`src/rtl/alu_pkg.sv`:
```
// Shared types and constants for the add/sub/logic pipeline.
package alu_pkg;

    localparam int ALU_W = 32;

    typedef enum logic [2:0] {
        OP_ADD  = 3'd0,
        OP_SUB  = 3'd1,
        OP_AND  = 3'd2,
        OP_OR   = 3'd3,
        OP_XOR  = 3'd4,
        OP_SLT  = 3'd5,
        OP_RSV6 = 3'd6,
        OP_RSV7 = 3'd7
    } alu_op_t;

    typedef struct packed {
        logic n;
        logic z;
        logic c;
        logic v;
    } flags_t;

    // Stage-1 payload: everything stage 2 needs to finish the operation.
    typedef struct packed {
        logic [ALU_W-1:0] g;
        logic [ALU_W-1:0] p;
        logic             cin;
        alu_op_t          op;
        logic             a_msb;
        logic             b_msb;
    } s1_t;

endpackage

```
`src/rtl/alu_addsub_pipe_if.sv`:
```
// Operand/result handshake bundle between issue logic and writeback.
interface alu_addsub_pipe_if;
    import alu_pkg::*;

    logic             in_valid;
    logic             in_ready;
    logic [ALU_W-1:0] in_a;
    logic [ALU_W-1:0] in_b;
    logic [2:0]       in_op;
    logic             out_valid;
    logic             out_ready;
    logic [ALU_W-1:0] out_result;
    logic             out_n;
    logic             out_z;
    logic             out_c;
    logic             out_v;

    // Producer of operands / consumer of results.
    modport master (
        output in_valid, in_a, in_b, in_op, out_ready,
        input  in_ready, out_valid, out_result, out_n, out_z, out_c, out_v
    );

    // The ALU itself.
    modport slave (
        input  in_valid, in_a, in_b, in_op, out_ready,
        output in_ready, out_valid, out_result, out_n, out_z, out_c, out_v
    );

endinterface

```
`src/rtl/alu_addsub_pipe_lac32.sv`:
```
// 32-bit lookahead carry tree: parallel-prefix (log-depth) group
// generate/propagate, then every carry is resolved against Cin at once.
module lac32 (
    output logic [31:0] c,
    output logic        gout,
    output logic        pout,
    input  logic        Cin,
    input  logic [31:0] g,
    input  logic [31:0] p
);

    logic [31:0] grp_g;
    logic [31:0] grp_p;

    // Prefix combine in place; walking bits high-to-low means bit i-d
    // still holds the previous level's value when bit i reads it.
    always_comb begin
        grp_g = g;
        grp_p = p;
        for (int lvl = 0; lvl < 5; lvl++) begin
            for (int i = 31; i >= 0; i--) begin
                if (i >= (1 << lvl)) begin
                    grp_g[i] = grp_g[i] | (grp_p[i] & grp_g[i - (1 << lvl)]);
                    grp_p[i] = grp_p[i] & grp_p[i - (1 << lvl)];
                end
            end
        end
    end

    // grp_g[i]/grp_p[i] now span bits i..0, so carry into i+1 follows directly.
    assign c    = {grp_g[30:0] | (grp_p[30:0] & {31{Cin}}), Cin};
    assign gout = grp_g[31];
    assign pout = grp_p[31];

endmodule

```
`src/rtl/alu_addsub_pipe.sv`:
```
// Two-stage add/sub/logic unit: stage 1 forms g/p/cin, stage 2 resolves
// carries and registers result plus N/Z/C/V flags.
module alu_addsub_pipe
    import alu_pkg::*;
#(
    parameter int W = ALU_W
) (
    input  logic              clk,
    input  logic              rst_n,
    alu_addsub_pipe_if.slave  bus
);

    logic         s1_valid_q, s1_valid_d;
    s1_t          s1_q, s1_d;
    logic         out_valid_q, out_valid_d;
    logic [W-1:0] out_result_q, out_result_d;
    flags_t       out_flags_q, out_flags_d;

    logic         adv2;
    logic         in_xfer;
    alu_op_t      in_op_e;
    logic [W-1:0] b_eff;
    logic         inv_b;

    logic [31:0]  carry;
    logic         gout;
    logic         pout;
    logic         cout;
    logic [W-1:0] sum;
    logic         ovf;
    logic [W-1:0] res;
    flags_t       flg;

    assign adv2        = !out_valid_q | bus.out_ready;
    assign bus.in_ready = !s1_valid_q | adv2;
    assign in_xfer     = bus.in_valid & bus.in_ready;
    assign in_op_e     = alu_op_t'(bus.in_op);
    assign inv_b       = (in_op_e == OP_SUB) || (in_op_e == OP_SLT);
    assign b_eff       = inv_b ? ~bus.in_b : bus.in_b;

    // Stage 1: capture on input transfer, drain when stage 2 takes it.
    always_comb begin
        s1_valid_d = s1_valid_q;
        s1_d       = s1_q;
        if (in_xfer) begin
            s1_valid_d = 1'b1;
            s1_d.g     = bus.in_a & b_eff;
            s1_d.p     = bus.in_a ^ b_eff;
            s1_d.cin   = inv_b;
            s1_d.op    = in_op_e;
            s1_d.a_msb = bus.in_a[W-1];
            s1_d.b_msb = b_eff[W-1];
        end else if (adv2) begin
            s1_valid_d = 1'b0;
        end
    end

    lac32 u_lac32 (
        .c    (carry),
        .gout (gout),
        .pout (pout),
        .Cin  (s1_q.cin),
        .g    (s1_q.g),
        .p    (s1_q.p)
    );

    // Stage 2 combinational: sum, overflow and per-op result/flags.
    always_comb begin
        cout = gout | (pout & s1_q.cin);
        sum  = s1_q.p ^ carry;
        ovf  = (s1_q.a_msb == s1_q.b_msb) & (sum[W-1] != s1_q.a_msb);
        res  = sum;
        flg  = '0;
        case (s1_q.op)
            OP_AND: res = s1_q.g;
            OP_OR:  res = s1_q.g | s1_q.p;
            OP_XOR: res = s1_q.p;
            OP_SLT: begin
                res   = {{(W-1){1'b0}}, sum[W-1] ^ ovf};
                flg.c = cout;
                flg.v = ovf;
            end
            default: begin
                res   = sum;
                flg.c = cout;
                flg.v = ovf;
            end
        endcase
        flg.n = res[W-1];
        flg.z = (res == '0);
    end

    // Output register: advances on adv2, otherwise holds stable.
    always_comb begin
        out_valid_d  = out_valid_q;
        out_result_d = out_result_q;
        out_flags_d  = out_flags_q;
        if (adv2) begin
            out_valid_d = s1_valid_q;
            if (s1_valid_q) begin
                out_result_d = res;
                out_flags_d  = flg;
            end
        end
    end

    // State update with synchronous reset taking priority over handshakes.
    always_ff @(posedge clk) begin
        if (!rst_n) begin
            s1_valid_q   <= 1'b0;
            s1_q         <= '0;
            out_valid_q  <= 1'b0;
            out_result_q <= '0;
            out_flags_q  <= '0;
        end else begin
            s1_valid_q   <= s1_valid_d;
            s1_q         <= s1_d;
            out_valid_q  <= out_valid_d;
            out_result_q <= out_result_d;
            out_flags_q  <= out_flags_d;
        end
    end

    assign bus.out_valid  = out_valid_q;
    assign bus.out_result = out_result_q;
    assign bus.out_n      = out_flags_q.n;
    assign bus.out_z      = out_flags_q.z;
    assign bus.out_c      = out_flags_q.c;
    assign bus.out_v      = out_flags_q.v;

endmodule

```
`src/flat_wrapper.sv`:
```
// flat-port wrapper written by rule: the top's interface ports become plain ports
module alu_addsub_pipe_flat import alu_pkg::*;
#(
    parameter int W = ALU_W
)
  (clk, rst_n, bus_in_valid, bus_in_a, bus_in_b, bus_in_op, bus_out_ready, bus_in_ready, bus_out_valid, bus_out_result, bus_out_n, bus_out_z, bus_out_c, bus_out_v);
  alu_addsub_pipe_if bus_i ();
  input  logic clk;
  input  logic rst_n;
  input wire logic [$bits(bus_i.in_valid)-1:0] bus_in_valid;
  input wire logic [$bits(bus_i.in_a)-1:0] bus_in_a;
  input wire logic [$bits(bus_i.in_b)-1:0] bus_in_b;
  input wire logic [$bits(bus_i.in_op)-1:0] bus_in_op;
  input wire logic [$bits(bus_i.out_ready)-1:0] bus_out_ready;
  output wire logic [$bits(bus_i.in_ready)-1:0] bus_in_ready;
  output wire logic [$bits(bus_i.out_valid)-1:0] bus_out_valid;
  output wire logic [$bits(bus_i.out_result)-1:0] bus_out_result;
  output wire logic [$bits(bus_i.out_n)-1:0] bus_out_n;
  output wire logic [$bits(bus_i.out_z)-1:0] bus_out_z;
  output wire logic [$bits(bus_i.out_c)-1:0] bus_out_c;
  output wire logic [$bits(bus_i.out_v)-1:0] bus_out_v;
  assign bus_i.in_valid = bus_in_valid;
  assign bus_i.in_a = bus_in_a;
  assign bus_i.in_b = bus_in_b;
  assign bus_i.in_op = bus_in_op;
  assign bus_i.out_ready = bus_out_ready;
  assign bus_in_ready = bus_i.in_ready;
  assign bus_out_valid = bus_i.out_valid;
  assign bus_out_result = bus_i.out_result;
  assign bus_out_n = bus_i.out_n;
  assign bus_out_z = bus_i.out_z;
  assign bus_out_c = bus_i.out_c;
  assign bus_out_v = bus_i.out_v;
  alu_addsub_pipe #(.W(W)) u_core (.clk(clk), .rst_n(rst_n), .bus(bus_i));
endmodule
```
`config.mk`:
```
export PLATFORM = sky130hd
export DESIGN_NAME = alu_addsub_pipe_flat
export DESIGN_NICKNAME = d
export VERILOG_FILES = /design/src/rtl/alu_pkg.sv /design/src/rtl/alu_addsub_pipe_if.sv /design/src/rtl/alu_addsub_pipe_lac32.sv /design/src/rtl/alu_addsub_pipe.sv /design/src/flat_wrapper.sv
export SDC_FILE = /design/constraint.sdc
export NUM_CORES = 1
export LEC_CHECK = 0
export CELL_PAD_IN_SITES_DETAIL_PLACEMENT = 1
export CELL_PAD_IN_SITES_GLOBAL_PLACEMENT = 1
export CORE_MARGIN = 8
export CORE_UTILIZATION = 40
export CTS_BUF_LIST = sky130_fd_sc_hd__clkbuf_4 sky130_fd_sc_hd__clkbuf_8 sky130_fd_sc_hd__clkbuf_16
export CTS_CLUSTER_SIZE = 20
export DETAILED_ROUTE_END_ITERATION = 10
export GPL_ROUTABILITY_DRIVEN = 0
export PLACE_DENSITY_LB_ADDON = 0.2
export SYNTH_ARGS = -nofsm -noshare
export SYNTH_HDL_FRONTEND = slang
export SYNTH_SLANG_ARGS = --single-unit
```
`constraint.sdc`:
```
create_clock -name clk -period 3.34 [get_ports clk]
set_input_delay 1.002 -clock clk [delete_from_list [all_inputs] [get_ports clk]]
set_output_delay 1.002 -clock clk [all_outputs]
set_load 0.02 [all_outputs]
```
==> metrics.log <==
[metrics] total design power: 3.48 mW
[metrics] count of synthesis-stage warnings from yosys: 0
[metrics] Die Wd: 149 um
[metrics] # port buffers: 108
[metrics] Slew Limit Headroom: 53.5%
[metrics] Initial Utilization: 40.8%
[metrics] worst endpoint data arrival time: 3.43 ns
[metrics] Ant. Diodes: 0
[metrics] category of the critical setup timing path: register to register
[metrics] Clock Tree Buf Depth: 2
[metrics] violation count after the first detailed-route iteration: 427
[metrics] post-CTS setup buffers: 0
[metrics] # H-tree levels: 3
[metrics] netlist area before placement: 7040 um^2
[metrics] area of the die: 22,100 um^2
[metrics] clock slew seen by the registers of the worst setup and hold paths: 0.07 ns
[metrics] total setup violations reported at the end of the flow: 0
[metrics] layout cell share with drive strength beyond 1: 9.53%
[metrics] power per unit of standard cell area: 393 nW/um^2
[metrics] number of max-capacitance violations reported: 0
[metrics] number of distinct standard cells referenced by the synthesized netlist: 75
[metrics] layout overhead on the synthesized area: 25.9%
[metrics] total global routing overflow: 0
[metrics] Req. time, crit path: 3.65 ns
[metrics] top cells by area in the synthesized netlist: sky130_fd_sc_hd__dfxtp_1 (30%), sky130_fd_sc_hd__nand2_1 (11%), sky130_fd_sc_hd__a21oi_1 (9.4%)
[metrics] number of standard-cell rows in the floorplan: 48
[metrics] setup repair after global routing missed its margin: false
[metrics] wire length of the first global-routing pass: 39.0 mm
[metrics] Highest Clock Rate: 321 MHz
[metrics] ratio of routed vias to standard cells: 5.80
[metrics] later-pin clock latency in the skew report: 0.36 ns
[metrics] actual transition at the worst max-transition pin: 0.689 ns
[metrics] Leakage: 3.26 nW
[metrics] clock buffer count from CTS: 9
[metrics] worst-path fanout max: 8
[metrics] number of enable flip-flop cells after synthesis: 0
[metrics] area of the placeable core: 17,200 um^2
[metrics] Period Utilization, post-route: 93.3%
[metrics] TritonCTS clock tree: built
[metrics] biggest area consumer among synthesized cells: sky130_fd_sc_hd__dfxtp_1
[metrics] crit path time final: 3.12 ns
[metrics] combined global-route utilization of all metal layers: 21.5%
[metrics] Avg Inst Size Synth: 7.29 um^2
[metrics] nets: 1,160
[metrics] commonest register cell after synthesis: sky130_fd_sc_hd__dfxtp_1
[metrics] # hold bufs at CTS: 0
[metrics] skew final: 0.00670 ns
[metrics] number of optimization iterations in the first detailed-route pass: 5
[metrics] core occupancy in the finished layout: 51.4%
[metrics] number of global-route vias before repair: 7,561
[metrics] fin cells: 1,285
[metrics] fraction of post-synthesis cell area in the top cell type by area: 30.4%
[metrics] # clock sinks: 107
[metrics] Synth Instances: 965
[metrics] share of the yosys chip area belonging to registers: 30.4%
[metrics] category of the worst setup path capture point: register
[metrics] Peak supply drop: 0.266 mV
[metrics] critical path startpoint category: register
[metrics] Top Ports: 109
[metrics] post-detailed-routing wire length: 24.0 mm
[metrics] Slew Viols, Final: 0
[metrics] Net Count, Synth: 1,069
[metrics] run status: finished, final reports clean
[metrics] antenna violations before repair: 0
[metrics] number of vias in the routed layout: 7,454
[metrics] maximum number of pins on one net before global-route repair: 99
[metrics] Root Buffer: sky130_fd_sc_hd__clkbuf_16
[metrics] hold violation count in the final report: 0
[metrics] HP Class: register to register
[metrics] drt wl/cell: 18.7 um
[metrics] DR DRC count: 0
[metrics] number of storage elements in the synthesis netlist: 107
[metrics] share of async-settable or async-resettable flops after synthesis: 0%
[metrics] Placed Cells incl. Taps: 1,270
[metrics] dpl hpwl: 17.8 mm
[metrics] residual antenna-violating net count after detailed routing: 0
[metrics] Fillers: 2,159
[metrics] worst hold slack across all endpoints: 0.459 ns
[metrics] DIE HEIGHT: 149 um
==> worst paths after layout <==
check | from | end | slack (ns) | cells past startpoint
worst min-delay path | u_core.bus.out_result[24] | u_core.bus.out_result[24] | 0.46 | 2
worst max register to register | u_core.s1_q[19] | u_core.bus.out_z | 0.22 | 9
worst min register to register | u_core.bus.out_result[24] | u_core.bus.out_result[24] | 0.46 | 2
worst max-delay path | u_core.s1_q[19] | u_core.bus.out_z | 0.22 | 9
==> cells by family after synthesis <==
| family | share of synthesized area [%] |
|---|---|
| AOI/OAI and AO/OA | 28.4 |
| xor gates and xnor gates | 4.61 |
| adders and majority gates | 7.15 |
| buffers and inverters | 5.46 |
| DFF | 30.4 |
| muxes | 0.711 |
| and+or+nand+nor | 23.2 |
==> stage by stage <==
stage                     instance area, um^2  setup TNS [ns]  worst slack [ns]
final                                    8860               0             0.223
after detailed placement                 8540          -0.207            -0.207
after CTS                                8830               0             0.151
after global placement                   8540          -0.181            -0.181
after floorplan                          7040               0             0.548
after global routing                     8860               0            0.0184
==> synthesized netlist by cell type, drive strengths merged (14+ instances only) <==
library cell,number
nor3,18
ha,33
a21oi,134
nor2,78
buf,27
dfxtp,107
nand3,14
xnor2,36
nand2,198
clkbuf,57
a211oi,24
o21ai,36
==> report_power, final <==
part / leakage, nW / total (mW) / internal (mW) / switching [mW]
sequential: 0.878 / 1.47 / 1.36 / 0.110
clock: 0.139 / 1.11 / 0.591 / 0.517
combinational: 2.25 / 0.904 / 0.410 / 0.494
==> metal layers <==
metal  vias up  routed length, um  track usage (%)
li1       3633                  -                -
met1      3603              11400             28.6
met2       193              11000             34.9
met3        25               1180             3.80
met4         0                369             5.81
met5         -                  0                0
==> area by class of cell <==
| cell class | instances | area (um^2) | share of cell area, % |
|---|---|---|---|
| clock inverter | 5 | 62.6 | 0.706 |
| tap | 225 | 282 | 3.18 |
| timing repair buffer | 164 | 1550 | 17.5 |
| clock buffer | 10 | 233 | 2.63 |
| sequential | 107 | 2150 | 24.2 |
| multi-input combinational | 762 | 4540 | 51.3 |
| inverter | 12 | 45.0 | 0.508 |
==> state kept, by name (all words and copies together), names as in the netlist <==
| register | flops |
|---|---|
| u_core.bus.out_c | 1 |
| u_core.s1_q | 70 |
| u_core.bus.out_v | 1 |
| u_core.bus.out_result | 31 |
| u_core.s1_valid_q | 1 |
| u_core.bus.out_valid | 1 |
| u_core.bus.out_n | 1 |
| u_core.bus.out_z | 1 |
==> worst max-delay path, cell delays in order (launching register included) <==
cell	delay [ns]
sky130_fd_sc_hd__dfxtp_1	0.47
sky130_fd_sc_hd__nand2_1	0.11
sky130_fd_sc_hd__or4_1	0.55
sky130_fd_sc_hd__o31ai_4	0.46
sky130_fd_sc_hd__a21oi_2	0.17
sky130_fd_sc_hd__xnor2_1	0.15
sky130_fd_sc_hd__a222oi_1	0.44
sky130_fd_sc_hd__nor4bb_1	0.34
sky130_fd_sc_hd__and4_1	0.24
sky130_fd_sc_hd__a31o_1	0.14
==> repair_timing <==
item	CTS	global route
endpoints found under the setup margin	1	1
gates resized for setup	1	9
pin swaps	0	2
==> layout by cell type (no fill, tap or decap), types with 6 or more instances in the layout <==
master                              n
sky130_fd_sc_hd__nor2_1            78
sky130_fd_sc_hd__a22oi_1            6
sky130_fd_sc_hd__a21o_1             9
sky130_fd_sc_hd__a21oi_1          131
sky130_fd_sc_hd__a211oi_1          23
sky130_fd_sc_hd__buf_4             52
sky130_fd_sc_hd__a211o_1            6
sky130_fd_sc_hd__o211ai_1          10
sky130_fd_sc_hd__o21a_1             7
sky130_fd_sc_hd__inv_1             11
sky130_fd_sc_hd__a31oi_1           11
sky130_fd_sc_hd__nor4_1             8
sky130_fd_sc_hd__xnor2_1           36
sky130_fd_sc_hd__nor3_1            18
sky130_fd_sc_hd__a221oi_1           7
sky130_fd_sc_hd__ha_1              33
sky130_fd_sc_hd__maj3_1             9
sky130_fd_sc_hd__dfxtp_1          104
sky130_fd_sc_hd__nor2b_1            7
sky130_fd_sc_hd__clkbuf_16          9
sky130_fd_sc_hd__nand3_1           14
sky130_fd_sc_hd__o21ai_0           32
sky130_fd_sc_hd__clkdlybuf4s50_1  107
sky130_fd_sc_hd__nand4_1            7
sky130_fd_sc_hd__and3_1             9
sky130_fd_sc_hd__nand2_1          197
Note: power is estimated with default switching activity, not from simulation.
